### src/rtl/data_ram_arbiter_pkg.sv
// rtl/data_ram_arbiter_pkg.sv - shared widths, port ids and state encoding for the data RAM arbiter
package data_ram_arbiter_pkg;

    localparam int RegWidth  = 32;
    localparam int ByteWidth = RegWidth / 8;

    localparam logic PORT_LSU = 1'b0;
    localparam logic PORT_DBG = 1'b1;

    typedef enum logic {
        ST_IDLE   = 1'b0,
        ST_ACCESS = 1'b1
    } state_t;

    // One-hot strobe for a port id, used for the grant and completion vectors.
    function automatic logic [1:0] port_onehot(input logic port);
        return (port == PORT_DBG) ? 2'b10 : 2'b01;
    endfunction

endpackage

### src/rtl/data_ram_arbiter_rr_arbiter2.sv
// rtl/data_ram_arbiter_rr_arbiter2.sv - two-requester round-robin grant with pointer update
module rr_arbiter2
    import data_ram_arbiter_pkg::*;
(
    input  logic [1:0] req,
    input  logic       rr_ptr,
    output logic [1:0] gnt,
    output logic       rr_ptr_next
);

    // A lone requester wins outright and leaves the pointer alone; a tie goes to rr_ptr and flips it.
    always_comb begin
        gnt         = 2'b00;
        rr_ptr_next = rr_ptr;
        case (req)
            2'b01: gnt = port_onehot(PORT_LSU);
            2'b10: gnt = port_onehot(PORT_DBG);
            2'b11: begin
                gnt         = port_onehot(rr_ptr);
                rr_ptr_next = ~rr_ptr;
            end
            default: gnt = 2'b00;
        endcase
    end

endmodule

### src/rtl/data_ram_arbiter.sv
// rtl/data_ram_arbiter.sv - round-robin sharing of the single-port data RAM between LSU and debug loader
module data_ram_arbiter
    import data_ram_arbiter_pkg::*;
#(
    parameter int ADDR_W = RegWidth,
    parameter int DATA_W = RegWidth,
    localparam int SEL_W = DATA_W / 8
) (
    input  logic              clk,
    input  logic              rst,
    input  logic [1:0]        req_i,
    input  logic [1:0]        we_i,
    input  logic [ADDR_W-1:0] addr0_i,
    input  logic [ADDR_W-1:0] addr1_i,
    input  logic [SEL_W-1:0]  sel0_i,
    input  logic [SEL_W-1:0]  sel1_i,
    input  logic [DATA_W-1:0] wdata0_i,
    input  logic [DATA_W-1:0] wdata1_i,
    output logic [1:0]        gnt_o,
    output logic [1:0]        rvalid_o,
    output logic [DATA_W-1:0] rdata_o,
    output logic              ram_en_o,
    output logic              ram_we_o,
    output logic [ADDR_W-1:0] ram_addr_o,
    output logic [SEL_W-1:0]  ram_sel_o,
    output logic [DATA_W-1:0] ram_wdata_o,
    input  logic [DATA_W-1:0] ram_rdata_i
);

    state_t            state;
    logic              rr_ptr;
    logic              rr_ptr_next;
    logic [1:0]        arb_gnt;

    logic              lat_port;
    logic              lat_we;
    logic [ADDR_W-1:0] lat_addr;
    logic [SEL_W-1:0]  lat_sel;
    logic [DATA_W-1:0] lat_wdata;

    logic [1:0]        rvalid_q;
    logic [DATA_W-1:0] rdata_q;

    rr_arbiter2 u_rr_arbiter2 (
        .req         (req_i),
        .rr_ptr      (rr_ptr),
        .gnt         (arb_gnt),
        .rr_ptr_next (rr_ptr_next)
    );

    // Grant is combinational so a requester sees it in the cycle it asks; reset silences it.
    assign gnt_o = rst ? 2'b00 : arb_gnt;

    // Grant stage latches the winner; access stage turns the latch into a one-cycle completion.
    always_ff @(posedge clk) begin
        if (rst) begin
            state     <= ST_IDLE;
            rr_ptr    <= PORT_LSU;
            lat_port  <= PORT_LSU;
            lat_we    <= 1'b0;
            lat_addr  <= '0;
            lat_sel   <= '0;
            lat_wdata <= '0;
            rvalid_q  <= 2'b00;
            rdata_q   <= '0;
        end else begin
            if (arb_gnt != 2'b00) begin
                state    <= ST_ACCESS;
                rr_ptr   <= rr_ptr_next;
                lat_port <= arb_gnt[1];
                if (arb_gnt[1]) begin
                    lat_we    <= we_i[1];
                    lat_addr  <= addr1_i;
                    lat_sel   <= sel1_i;
                    lat_wdata <= wdata1_i;
                end else begin
                    lat_we    <= we_i[0];
                    lat_addr  <= addr0_i;
                    lat_sel   <= sel0_i;
                    lat_wdata <= wdata0_i;
                end
            end else begin
                // Clearing the latch keeps the RAM bus at zero whenever nothing is in flight.
                state     <= ST_IDLE;
                lat_port  <= PORT_LSU;
                lat_we    <= 1'b0;
                lat_addr  <= '0;
                lat_sel   <= '0;
                lat_wdata <= '0;
            end

            if (state == ST_ACCESS) begin
                rvalid_q <= port_onehot(lat_port);
                rdata_q  <= lat_we ? '0 : ram_rdata_i;
            end else begin
                rvalid_q <= 2'b00;
                rdata_q  <= '0;
            end
        end
    end

    // The RAM bus follows the latch, but a reset landing on the access cycle pulls it low so the write is dropped.
    assign ram_en_o    = (state == ST_ACCESS) && !rst;
    assign ram_we_o    = ram_en_o && lat_we;
    assign ram_addr_o  = ram_en_o ? lat_addr  : '0;
    assign ram_sel_o   = ram_en_o ? lat_sel   : '0;
    assign ram_wdata_o = ram_en_o ? lat_wdata : '0;

    assign rvalid_o = rvalid_q;
    assign rdata_o  = rdata_q;

endmodule

### config.mk
export PLATFORM = sky130hd
export DESIGN_NAME = data_ram_arbiter
export DESIGN_NICKNAME = d
export VERILOG_FILES = /design/src/rtl/data_ram_arbiter_pkg.sv /design/src/rtl/data_ram_arbiter_rr_arbiter2.sv /design/src/rtl/data_ram_arbiter.sv
export SDC_FILE = /design/constraint.sdc
export NUM_CORES = 1
export LEC_CHECK = 0
export ABC_AREA = 1
export BUFFER_PORTS_ARGS = -buffer_cell sky130_fd_sc_hd__buf_2
export CELL_PAD_IN_SITES_DETAIL_PLACEMENT = 1
export CELL_PAD_IN_SITES_GLOBAL_PLACEMENT = 1
export CORE_MARGIN = 1.5
export CORE_UTILIZATION = 27
export DETAILED_ROUTE_END_ITERATION = 8
export PLACE_DENSITY = 0.78
export SKIP_CTS_REPAIR_TIMING = 1
export SLEW_MARGIN = 20
export SYNTH_ARGS = -nofsm -noshare
export SYNTH_HDL_FRONTEND = slang
export SYNTH_HIERARCHICAL = 1
export SYNTH_SLANG_ARGS = --single-unit
### constraint.sdc
create_clock -name clk -period 2.1 [get_ports clk]
set_clock_uncertainty 0.15 [all_clocks]
set_input_delay 0.21 -clock clk [delete_from_list [all_inputs] [get_ports clk]]
set_output_delay 0.21 -clock clk [all_outputs]
set_load 0.1 [all_outputs]
# Yosys cells after proc, flatten, opt, wreduce, memory -nomap -nowiden

Cells that the tools add are included.
Widths: inputs -> output; s select.

Register bits: 106
Output and inout port bits: 106
Input port bits: 174

Reduce and logical (&&, ||, !) cells: 8
Equality and inequality tests: 3
Mux-type cells: 12
Bitwise gates (word level): 3

Operators by type and width:

| cell               | count |
|---|---|
| $mux 32            | 4 |
| $mux 4             | 2 |
| $mux 2             | 3 |
| $pmux 2 s3         | 1 |
| $eq 2x2->1 const B | 2 |
| $reduce_or 2->1    | 2 |
| $not 1->1          | 3 |
| $reduce_or 3->1    | 1 |
| $eq 2x1->1 const B | 1 |
| $logic_and 1x1->1  | 2 |
| $mux 1             | 2 |
| $reduce_and 2->1   | 1 |
| $reduce_bool 2->1  | 1 |
| $logic_not 1->1    | 1 |

# Logic depth before layout (Yosys ltp)

Depth in word-level cells: 5
Mapped depth: 12

# Modules after synthesis

Netlist, hierarchy kept.

Modules (own cells, without submodules):

| module           | area an instance (um2) | times used | cells an instance | sequential area each (um2) |
|---|---|---|---|---|
| data_ram_arbiter | 4408.0                 | 1          | 704               | 2122.0 |
| rr_arbiter2      | 70.1                   | 1          | 14                | 0.0 |

# Worst setup path before layout

No wires, ideal clock.

Kind: register to output
Start: register rr_ptr
End: output port gnt_o[1]
Slack: -457 ps
Cell stages (with the launch flop): 8
Data arrival time: 2197 ps
Required time: 1740 ps
Path through: dfxtp_1 -> ha_1 -> nand2_1 -> nand2_1 -> buf_2 -> inv_2 -> buf_2 -> nor2_1

Word-level cells in the longest chain between the ends: 3

Ends and longest elaborated chain:

| element                | line                               | RTL |
|---|---|---|
| from (decl)            | data_ram_arbiter.sv:31             | `logic rr_ptr;` |
| from (signal assigned) | data_ram_arbiter.sv:69             | `rr_ptr <= rr_ptr_next;` |
| $mux 2                 | data_ram_arbiter_pkg.sv:17         | `return (port == PORT_DBG) ? 2'b10 : 2'b01;` |
| $pmux 2 s3             | data_ram_arbiter_rr_arbiter2.sv:15 | `case (req)` |
| named net arb_gnt[1]   | data_ram_arbiter.sv:33             | `logic [1:0] arb_gnt;` |
| $mux 2                 | data_ram_arbiter.sv:52             | `assign gnt_o = rst ? 2'b00 : arb_gnt;` |
| to (decl)              | data_ram_arbiter.sv:19             | `output logic [1:0] gnt_o,` |

The timed path passes the listed nets, and every way through them passes these cells.

# Final worst setup path

Ends and elaborated chain as after synthesis.

==> impl_metrics.csv <==
group,metric,value,unit
run_status,outcome,"finished with violations",
run_status,violations,"hold timing",
clocking,cts_htree_levels,3,
critical_path,critPathMaxStageDelay,0.37,ns
logic_synthesis,synthTopCellsByArea,"dfxtp_1 47%, nand2_1 24%, inv_1 15%",
logic_synthesis,synth-warning-count,6,
global_route,grt_pass1_vias,4858,
clocking,clkTransAtPathRegs,0.08,ns
logic_synthesis,avgSynthCellArea,6.24,µm²
logic_synthesis,synth_top_area_share,47.4,%
sta,fin_crit,1.99,ns
clocking,cts_buffer_depth,2,
logic_synthesis,synth_area_leader_cell,"dfxtp_1",
critical_path,path_class,"reg2out",
floorplanning,dieArea,0.0174,mm²
clocking,clock_latency,0.34,ns
floorplanning,die_h,132,µm
detailed_routing,drt_wl_total,16.2,mm
sta,finalCritPeriodShare,94.9,%
placed_design,hpwl,11.3,mm
detailed_routing,drc_errors,0,
final_layout,postLayoutCoreUtil,48.9,%
detailed_routing,routedWlPerCell,13.0,µm
min_path,hp-class,"in2reg",
critical_path,path_max_fanout,18,
final_layout,multi_input_area,0.00154,mm²
clocking,clkSinkCount,106,
final_layout,nFillCells,2047,
power_and_ir_drop,peakVddDrop,387,µV
floorplanning,initial_utilization,27.9,%
sta,setup_viol,0,
logic_synthesis,netlist_instances,718,
logic_synthesis,ys_seq_area_share,47.4,%
critical_path,crit_path_start_kind,"flop",
final_layout,finalNetCount,1195,
power_and_ir_drop,report.power.total,0.00489,W
sta,rsz0062_at_grt,"false",
final_layout,drive_above_1_share,30.3,%
detailed_routing,drt_first_pass_iters,4,
sta,whs,-0.0139,ns
logic_synthesis,yosys-top-cells-count,"286 x nand2_1, 178 x inv_1, 109 x nor2_1",
logic_synthesis,synth-seq-cells,106,
critical_path,path_cells,"ha_1 > nand2_1 > nand2_2 > inv_2 > buf_4 > nor2_4 > buf_12",
critical_path,worstPathArrival,1.63,ns
sta,slew_headroom,66.7,%
sta,tightest_slew,0.503,ns
power_and_ir_drop,p_leak,4.50,nW
placed_design,place_area,0.00718,mm²
floorplanning,io_pins,280,
global_route,antenna_found_initial,2,
global_route,grt_overflow_total,0,
logic_synthesis,dominantRegCellSynth,"dfxtp_1",
floorplanning,row_count,46,
global_route,grt_pass1_wl,23.3,mm
global_route,grt_usage,17.1,%
clocking,root_buffer,"clkbuf_16",
floorplanning,core,0.0161,mm²
final_layout,area_delta_synth_final,75.2,%
global_route,grt_max_degree,71,
placed_design,gp_congestion,0.757,
clocking,cts_tree,"done",
critical_path,cp-end-kind,"output pin",
power_and_ir_drop,power_density,623,mW/mm²
logic_synthesis,synth_edf_count,0,
detailed_routing,ant_nets,0,
sta,fmax,502,MHz
critical_path,crit_path_top_delay_cell,"dfxtp_1",
detailed_routing,vias,5079,
final_layout,seq_area,0.00212,mm²
job,maxCapViolations,0,
logic_synthesis,yosysMostFrequentCell,"nand2_1",
floorplanning,fp.dieW,132,µm
logic_synthesis,synth_cell_types,11,
logic_synthesis,syn-num-nets,894,
sta,slew_violations,0,
detailed_routing,drt_iter0_drc,121,
sta,hold_viol,28,
placed_design,io_buffer_count,279,
sta,worst_slack,0.106,ns
clocking,cts_buffers,9,
placed_design,post-place-ws,0.311,ns
sta,fin_tns_setup,0,ns
logic_synthesis,netlist_area,0.00448,mm²
detailed_routing,vias_per_cell,4.09,
logic_synthesis,async_flop_share,0,%
critical_path,cp.required,1.74,ns
final_layout,fin_area,0.00785,mm²
-- final timing paths --
path | startpoint | depth (start not counted) | to | slack [ns]
setup reg to reg | rr_ptr | 9 | lat_addr[2] | 0.36
hold / removal | wdata0_i[28] | 5 | lat_wdata[28] | -0.01
hold reg to reg | lat_port | 1 | rvalid_o[0] | 0.27
setup / recovery | rr_ptr | 7 | gnt_o[1] | 0.11
-- logic make-up (layout without fill, tap and decap cells) --
| family | after synthesis | count (layout) | synth area share (%) |
|---|---|---|---|
| other | 0 | 2 | 0 |
| AND/OR/NAND/NOR | 397 | 397 | 33.4 |
| flip-flops | 106 | 106 | 47.4 |
| adder cells (fa/ha/maj) | 2 | 2 | 0.559 |
| buffers and inverters | 213 | 519 | 18.7 |
-- power breakdown --
part           internal [W]  switching [W]  leakage (nW)
logic              0.000380       0.000696          3.49
clock network      0.000840       0.000832         0.145
registers           0.00211      0.0000292         0.867
-- critical path: cells and delay by family, from the launching register on --
family,cells,cell delay [ns]
DFF,1,0.37
buffers and inverters,3,0.46
adders and majority gates,1,0.16
and+or+nand+nor,3,0.29
-- flip-flops by register name, summed over array words and instances, names as in the netlist --
signal     count
lat_we         1
rvalid_o       2
lat_addr      32
lat_wdata     32
rr_ptr         1
lat_port       1
rdata_o       32
lat_sel        4
state          1
-- per-layer routing --
metal / GRT usage, % / part of all wire [%]
met5: 0 / 0
met4: 7.35 / 3.8
met3: 4.46 / 5.9
met2: 33.7 / 54
met1: 16.6 / 36
-- final cells by class --
type / count / share of cell area [%]
timing repair buffer: 322 / 37.5
sequential: 106 / 27.0
multi-input combinational: 399 / 19.6
inverter: 181 / 8.66
tap: 216 / 3.44
clock buffer: 9 / 2.87
clock inverter: 7 / 0.845
antenna: 2 / 0.0638
-- cell usage in the layout (no fill, tap or decap), types with 3 or more instances in the layout --
cell type / n
buf_12: 76
dfxtp_1: 106
inv_6: 3
nand2_1: 285
inv_2: 3
nor2_1: 107
buf_2: 207
clkbuf_16: 9
inv_1: 178
dlygate4sd3_1: 36
-- metrics by stage --
| step | instances | hold slack [ns] |
|---|---|---|
| 3_5_place_dp | 1188 | 0.259 |
| 5_1_grt | 1242 | 0.000173 |
| 4_1_cts | 1204 | -0.0993 |
| 2_1_floorplan | 718 | 0.132 |
| 3_3_place_gp | 1188 | 0.256 |
| 6_report | 1242 | -0.0139 |
(Power assumes the default switching activity.)
